[config.mk]
export PLATFORM = sky130hd
export DESIGN_NAME = store_buffer
export DESIGN_NICKNAME = d
export VERILOG_FILES = /design/src/rtl/store_buffer_pkg.sv /design/src/rtl/store_buffer_sb_match.sv /design/src/rtl/store_buffer.sv
export SDC_FILE = /design/constraint.sdc
export NUM_CORES = 1
export LEC_CHECK = 0
export CAP_MARGIN = 40
export CORE_ASPECT_RATIO = 1.25
export CORE_MARGIN = 1
export CORE_UTILIZATION = 40
export DETAILED_ROUTE_END_ITERATION = 7
export PLACE_DENSITY = 0.72
export SYNTH_ARGS = -nofsm -noshare
export SYNTH_HDL_FRONTEND = slang
export SYNTH_SLANG_ARGS = --single-unit
[constraint.sdc]
create_clock -name clk -period 7.8 [get_ports clk]
set_clock_uncertainty 0.15 [all_clocks]
set_input_delay 1.56 -clock clk [delete_from_list [all_inputs] [get_ports clk]]
set_output_delay 1.56 -clock clk [all_outputs]
set_load 0.02 [all_outputs]
[src/rtl/store_buffer_pkg.sv]
// rtl/store_buffer_pkg.sv - shared FSM encodings and sizing defaults for the store buffer
package store_buffer_pkg;

    typedef enum logic {
        SB_NORMAL = 1'b0,
        SB_FLUSH  = 1'b1
    } sb_state_t;

    localparam int SB_DEPTH = 4;
    localparam int WADDR_W  = 30;

endpackage

[src/rtl/store_buffer_sb_match.sv]
// rtl/store_buffer_sb_match.sv - word-address compare of one key against all buffer entries
module sb_match
    import store_buffer_pkg::*;
#(
    parameter int DEPTH = SB_DEPTH,
    parameter int IDX_W = $clog2(DEPTH)
) (
    input  logic [WADDR_W-1:0]            key,
    input  logic [DEPTH-1:0][WADDR_W-1:0] entries,
    input  logic [DEPTH-1:0]              valid,
    output logic                          hit,
    output logic [IDX_W-1:0]              hit_idx
);

    logic [DEPTH-1:0] onehot;

    // coalescing keeps addresses unique, so at most one bit of onehot is set
    always_comb begin
        hit_idx = '0;
        for (int i = 0; i < DEPTH; i++) begin
            onehot[i] = valid[i] && (entries[i] == key);
            if (onehot[i]) begin
                hit_idx = IDX_W'(i);
            end
        end
        hit = |onehot;
    end

endmodule

[src/rtl/store_buffer.sv]
// rtl/store_buffer.sv - write-back store buffer with load forwarding, coalescing and flush drain
module store_buffer
    import store_buffer_pkg::*;
#(
    parameter int DEPTH = SB_DEPTH,
    parameter int CNT_W = 3
) (
    input  logic             clk,
    input  logic             reset,
    input  logic             cpu_mem_read,
    input  logic             cpu_mem_write,
    input  logic [31:0]      cpu_address,
    input  logic [31:0]      cpu_write_data,
    input  logic             flush_req,
    output logic [31:0]      cpu_read_data,
    output logic             stall,
    output logic             flush_done,
    output logic [CNT_W-1:0] sb_count,
    output logic             mem_read,
    output logic             mem_write,
    output logic [31:0]      mem_address,
    output logic [31:0]      mem_write_data,
    input  logic [31:0]      mem_read_data
);

    localparam int IDX_W = $clog2(DEPTH);

    logic [DEPTH-1:0][WADDR_W-1:0] ent_addr;
    logic [DEPTH-1:0][31:0]        ent_data;
    logic [DEPTH-1:0]              ent_valid;
    logic [IDX_W-1:0]              head;
    logic [IDX_W-1:0]              tail;
    logic [CNT_W-1:0]              count;
    logic                          flush_done_q;
    sb_state_t                     state;
    sb_state_t                     state_next;

    logic             hit;
    logic [IDX_W-1:0] hit_idx;
    logic             full;
    logic             rd_req;
    logic             wr_req;
    logic             rd_miss;
    logic             load_hit;
    logic             drain;
    logic             head_draining;
    logic             wr_ok;
    logic             coalesce;
    logic             enqueue;

    sb_match #(.DEPTH(DEPTH), .IDX_W(IDX_W)) u_match (
        .key     (cpu_address[31:2]),
        .entries (ent_addr),
        .valid   (ent_valid),
        .hit     (hit),
        .hit_idx (hit_idx)
    );

    // Read and write both high still arbitrates the port like a load but returns no data
    assign full          = (count == CNT_W'(DEPTH));
    assign rd_req        = cpu_mem_read && (state == SB_NORMAL) && !reset;
    assign wr_req        = cpu_mem_write && (state == SB_NORMAL) && !reset;
    assign rd_miss       = rd_req && !hit;
    assign load_hit      = rd_req && !cpu_mem_write && hit;
    assign drain         = (count != '0) && !rd_miss && !reset;
    assign head_draining = drain && (hit_idx == head);
    assign wr_ok         = wr_req && !full;
    assign coalesce      = wr_ok && hit && !head_draining;
    assign enqueue       = wr_ok && !coalesce;

    assign mem_read       = rd_miss;
    assign mem_write      = drain;
    assign mem_address    = rd_miss ? cpu_address : (drain ? {ent_addr[head], 2'b00} : '0);
    assign mem_write_data = drain ? ent_data[head] : '0;
    assign cpu_read_data  = load_hit ? ent_data[hit_idx] :
                            (rd_miss && !cpu_mem_write) ? mem_read_data : '0;
    assign sb_count       = count;
    assign flush_done     = flush_done_q;

    always_comb begin
        state_next = state;
        stall      = 1'b0;
        case (state)
            SB_NORMAL: begin
                stall = cpu_mem_write && full && !reset;
                if (flush_req && !reset) begin
                    state_next = SB_FLUSH;
                end
            end
            SB_FLUSH: begin
                stall = !reset;
                if ((count == '0) || ((count == CNT_W'(1)) && drain)) begin
                    state_next = SB_NORMAL;
                end
            end
            default: state_next = SB_NORMAL;
        endcase
    end

    always_ff @(posedge clk) begin
        if (reset) begin
            state        <= SB_NORMAL;
            count        <= '0;
            head         <= '0;
            tail         <= '0;
            ent_valid    <= '0;
            flush_done_q <= 1'b0;
        end else begin
            state        <= state_next;
            flush_done_q <= (state == SB_FLUSH) && (state_next == SB_NORMAL);
            if (drain) begin
                ent_valid[head] <= 1'b0;
                head            <= head + IDX_W'(1);
            end
            if (enqueue) begin
                ent_addr[tail]  <= cpu_address[31:2];
                ent_data[tail]  <= cpu_write_data;
                ent_valid[tail] <= 1'b1;
                tail            <= tail + IDX_W'(1);
            end
            if (coalesce) begin
                ent_data[hit_idx] <= cpu_write_data;
            end
            case ({enqueue, drain})
                2'b10:   count <= count + CNT_W'(1);
                2'b01:   count <= count - CNT_W'(1);
                default: count <= count;
            endcase
        end
    end

endmodule

# Word level (Yosys, flattened, before mapping)
# Cells that the tools add are included.
# totals
output_inout_bits,103
regBits,261
# op_classes
reduce_logical,40
muxes,38
order_cmp,6
add_sub_neg,4
bitwise_logic,6
n_eq_ne,9
# op_table
operator,n
two-way mux 128 bit,3
two-way mux 32 bit,9
bitwise mux 128 bit,2
binary-select mux 32 bit (select 2 bit),2
demux 32 bit (select 2 bit),2
bitwise mux 120 bit,1
equality test 30 bit,4
binary-select mux 30 bit (select 2 bit),1
demux 30 bit (select 2 bit),1
two-way mux 30 bit,2
logical AND 1 bit,27
two-way mux 4 bit,3
"less-than comparator 2 x 3 -> 1 bit, second input constant",3
logical NOT 1 bit,7
">= comparator 2 x 1 -> 1 bit, second input constant",3
one-hot mux 3 bit (2 select lines),1
two-way mux 1 bit,5
"adder 2 x 1 -> 2 bit, second input constant",2
AND 4 bit,1
demux 1 bit (select 2 bit),2
two-way mux 2 bit,2
NOT 4 bit,1
OR 4 bit,1
one-hot mux 1 bit (2 select lines),2
14 further kinds,16

# Longest topological paths before layout
# logic_depth
word_depth,17
depth_mapped,14
ltp_nobuf,13

# Hierarchy
# Synthesis repeated with hierarchy kept, for this count alone.
# hier_totals
hier_cells,935
area_unflattened_um2,15327.2
# by_module_without_submodules
module,area_per_inst_um2,seq_area_each_um2,cells_per_inst,n_inst
store_buffer,13898.3,7707.4,762,1
sb_match,1428.9,0.0,173,1

# Worst setup path before layout
# Ideal clock, no wire load.
# synth_path
path_type,in2out
from,in reset
to,out mem_write_data[22]
path_slack_ns,0.122
required_time_ns,6.090
t_arrival_ns,5.968
cell_stages,7
cell_sequence,buf_2 -> clkinv_1 -> o21a_1 -> o21ai_1 -> inv_1 -> clkbuf_1 -> and2_1
# synth_between
elab_chain_len,7
# synth_rtl
element,line,text
"start, declared",store_buffer.sv:9,"input logic reset,"
logical NOT 1 bit *,"store_buffer.sv:61, store_buffer.sv:65",
logical AND 1 bit,store_buffer.sv:61,assign rd_req = cpu_mem_read && (state == SB_NORMAL) && !reset;
logical AND 1 bit,store_buffer.sv:63,assign rd_miss = rd_req && !hit;
logical NOT 1 bit,store_buffer.sv:65,assign drain = (count != '0) && !rd_miss && !reset;
logical AND 1 bit,store_buffer.sv:65,
logical AND 1 bit *,store_buffer.sv:65,
named net mem_write,store_buffer.sv:20,"output logic mem_write,"
two-way mux 32 bit *,store_buffer.sv:74,assign mem_write_data = drain ? ent_data[head] : '0;
"end, declared",store_buffer.sv:22,"output logic [31:0] mem_write_data,"
# Mark *: on every way through the listed nets, which the timed path passes. The rest lies on a longest branch.

# Worst setup path after layout
# layout_path
from,in cpu_address[5]
to,out cpu_read_data[0]
# layout_between
elab_chain_len,8
elab_cells_between_ends,20
# layout_rtl
element,line,text
"start, declared",store_buffer.sv:12,"input logic [31:0] cpu_address,"
equality test 30 bit,store_buffer_sb_match.sv:21,onehot[i] = valid[i] && (entries[i] == key);
logical AND 1 bit,store_buffer_sb_match.sv:21,
two-way mux 1 bit / OR reduction 4 bit (equally long branches),"store_buffer_sb_match.sv:22, store_buffer_sb_match.sv:26",
two-way mux 2 bit / logical NOT 1 bit (equally long branches),"store_buffer_sb_match.sv:22, store_buffer.sv:63",
two-way mux 2 bit / logical AND 1 bit (equally long branches),"store_buffer_sb_match.sv:22, store_buffer.sv:63",
binary-select mux 32 bit (select 2 bit) / logical AND 1 bit (equally long branches),"store_buffer.sv:75, store_buffer.sv:76",
"two-way mux 32 bit, on equally long branches","store_buffer.sv:75, store_buffer.sv:76",
two-way mux 32 bit *,store_buffer.sv:75,assign cpu_read_data = load_hit ? ent_data[hit_idx] :
"end, declared",store_buffer.sv:15,"output logic [31:0] cpu_read_data,"
# Every way passes the cells marked *; elsewhere a longest branch is shown, timed or not. The select of a mux whose other input is x is not followed.

==> flow_metrics.env <==
export IMPL_post_cts_resized=0
export IMPL_cts_made_buffers=28
export IMPL_place_congestion=0.984
export IMPL_drv_slew=0
export IMPL_syn_nets=1319
export IMPL_postPlaceCellArea_sq_um=17700
export IMPL_met2_length_microns=21400
export IMPL_synth_area_sq_um=15000
export IMPL_worstPathRequired_ps=6090
export IMPL_start_util=0.405
export IMPL_hp_class="flop to flop"
export IMPL_syn_avg_cell_area_sq_um=12.5
export IMPL_synth_main_ff_cell="edfxtp_1"
export IMPL_worstPathMaxFanout=34
export IMPL_cts_setup_buffers=0
export IMPL_ios=204
export IMPL_grt_pass1_vias=10600
export IMPL_drv_cap=0
export IMPL_seqCellArea_sq_um=7710
export IMPL_clkSlewWorstSetupHoldPaths_ps=60
export IMPL_fp_dieArea_sq_um=38300
export IMPL_syn_inst=1205
export IMPL_final_hold_viol_count=0
export IMPL_finalSetupViolCount=0
export IMPL_met3_length_microns=2910
export IMPL_fin_ws_ps=413
export IMPL_layout_min_cycle_time_ps=7390
export IMPL_cts_hold_buf=0
export IMPL_hpwl_microns=29600
export IMPL_worst_pin_slew_ps=876
export IMPL_setup_tns_ps=0
export IMPL_grt_pass1_wl_microns=64900
export IMPL_synth_edff_count=248
export IMPL_wirelength_microns=43400
export IMPL_port_buffers=203
export IMPL_area_delta_synth_final_pct=23.7
export IMPL_slew_headroom=0.416
export IMPL_synth_cell_types=55
export IMPL_critical_path_endpoint_type="output pin"
export IMPL_place_ws_ps=518
export IMPL_routedWlPerCell_microns=23.0
export IMPL_clkLatencyLatePin_ps=560
export IMPL_nFillCells=3230
export IMPL_outcome="finished, final reports clean"
export IMPL_row_count=79
export IMPL_die_y_microns=219
export IMPL_whs_ps=378
export IMPL_top_layer_used="met5"
export IMPL_antenna_found_initial=1
export IMPL_grt_max_degree=67
export IMPL_ys_warn_count=0
export IMPL_cts_sinks=261
export IMPL_grtUsageTotal=0.224
export IMPL_ir_drop_mv=0.144
export IMPL_fp_coreArea_sq_um=37100
export IMPL_cts_max_path_buffers=3
export IMPL_cts_root_buffer="clkbuf_16"
export IMPL_antenna_left=0
export IMPL_cts_tree="built"
export IMPL_rsz0062_at_grt="no"
export IMPL_drive_above_1_share=0.166
export IMPL_drtIter0Drc=888
export IMPL_nets=1494
export IMPL_multi_input_area_sq_um=6860
export IMPL_die_w_microns=175
export IMPL_path_class="input port to output pin"
export IMPL_vias=10800
export IMPL_fmax_mhz=135
export IMPL_drt_pre_antenna_iters=5
export IMPL_cellPowerDensity_nw_per_um2=237
export IMPL_critPathArrivalTime_ps=5680
export IMPL_htreeDepth=1
export IMPL_min_period_over_period=0.947
export IMPL_synthArstFlopShare=0
export IMPL_drc=0
export IMPL_start_kind="input port"
export IMPL_antennaDiodeCount=0
export IMPL_total_power_mw=4.40
export IMPL_yosysSeqAreaShare=0.513
export IMPL_grt_overflow=0
export IMPL_ys_ff_latch=261
export IMPL_p_leak_nw=5.96
export IMPL_final_area_sq_um=18600
export IMPL_wl_met1_microns=16700
export IMPL_vias_per_cell=5.73
-- state kept, by name, summed over array words and instances, names as in the netlist --
register,flops
ent_data,128
flush_done,1
ent_valid,4
tail,2
ent_addr,120
sb_count,3
head,2
state,1
-- metal layers --
metal	track usage	up-vias
met2	0.378	471
met1	0.276	5324
met3	0.0322	117
met5	0	-
met4	0.121	2
li1	-	4906
-- synthesized netlist by cell type (15+ instances only) --
cell,count,area [sq um]
mux4_2,62,1400
edfxtp_1,248,7450
mux2_2,74,833
buf_2,18,90.1
and2_1,40,250
xnor2_1,120,1050
a2bb2oi_1,27,236
nand2_1,133,499
clkbuf_1,63,236
mux2_1,54,608
nand4_1,57,357
inv_1,15,56.3
nor2_1,39,146
o21ai_0,71,355
and3_1,33,206
nand3_1,42,210
-- metrics by stage --
stage / utilization / std cells
after floorplan: - / 1205
after global placement: 0.473 / 1831
after detailed placement: 0.477 / 1836
after CTS: 0.501 / 1887
after global routing: 0.501 / 1887
final: 0.501 / 1887
-- final cells by class --
type,instances,area share
clock inverter,18,0.00903
multi-input combinational,832,0.369
timing repair buffer,241,0.131
tap,486,0.0327
inverter,16,0.00337
sequential,261,0.415
clock buffer,33,0.0399
-- cell usage in the layout, fill, tap and decap left out, types with 4 or more instances in the layout --
master / instances
a211oi_1: 6
a21oi_1: 5
a2bb2oi_1: 27
and2_1: 40
and3_1: 33
buf_12: 4
buf_4: 31
clkbuf_1: 4
clkbuf_16: 29
clkdlybuf4s50_1: 203
clkinv_1: 7
clkinv_2: 6
dfxtp_1: 11
edfxtp_1: 248
ha_1: 13
inv_1: 14
mux2_1: 54
mux2_2: 74
mux4_2: 62
nand2_1: 132
nand3_1: 42
nand4_1: 57
nor2_1: 36
nor4_1: 14
o21ai_0: 71
xnor2_1: 120
-- critical path, stage by stage --
cell and delay (ps):
clkdlybuf4s50_1 600, xnor2_1 590, nand4_1 200, nor4_1 670
and2_1 320, buf_12 250, nor3_2 170, and2_1 190
a211oi_1 410, o21ai_0 130, clkdlybuf4s50_1 570
-- cells by family (layout without fill, tap and decap cells) --
kind of cell | after synthesis | count (layout) | share of synthesized area
buffers and inverters | 112 | 308 | 0.0325
AND/OR/NAND/NOR | 371 | 371 | 0.124
multiplexers | 191 | 191 | 0.190
XOR/XNOR | 122 | 122 | 0.0711
flip-flops | 261 | 261 | 0.513
adder cells (fa/ha/maj) | 13 | 13 | 0.0108
AO/OA/AOI/OAI | 135 | 135 | 0.0586
-- report_power, final --
group / internal, mW / total [mW] / switching [mW]
clock network: 0.775 / 1.33 / 0.550
registers: 1.66 / 1.75 / 0.0980
logic: 0.650 / 1.33 / 0.676
-- worst paths after layout --
check / endpoint / slack (ps) / start / cells after the start
max: cpu_read_data[0] / 410 / cpu_address[5] / 11
min reg2reg: state$_SDFF_PP0_ / 380 / state$_SDFF_PP0_ / 1
max reg2reg: ent_data[66]$_DFFE_PN_ / 3520 / ent_addr[74]$_DFFE_PP_ / 9
min: state$_SDFF_PP0_ / 380 / state$_SDFF_PP0_ / 1
Power figures use the tool's default switching activity.
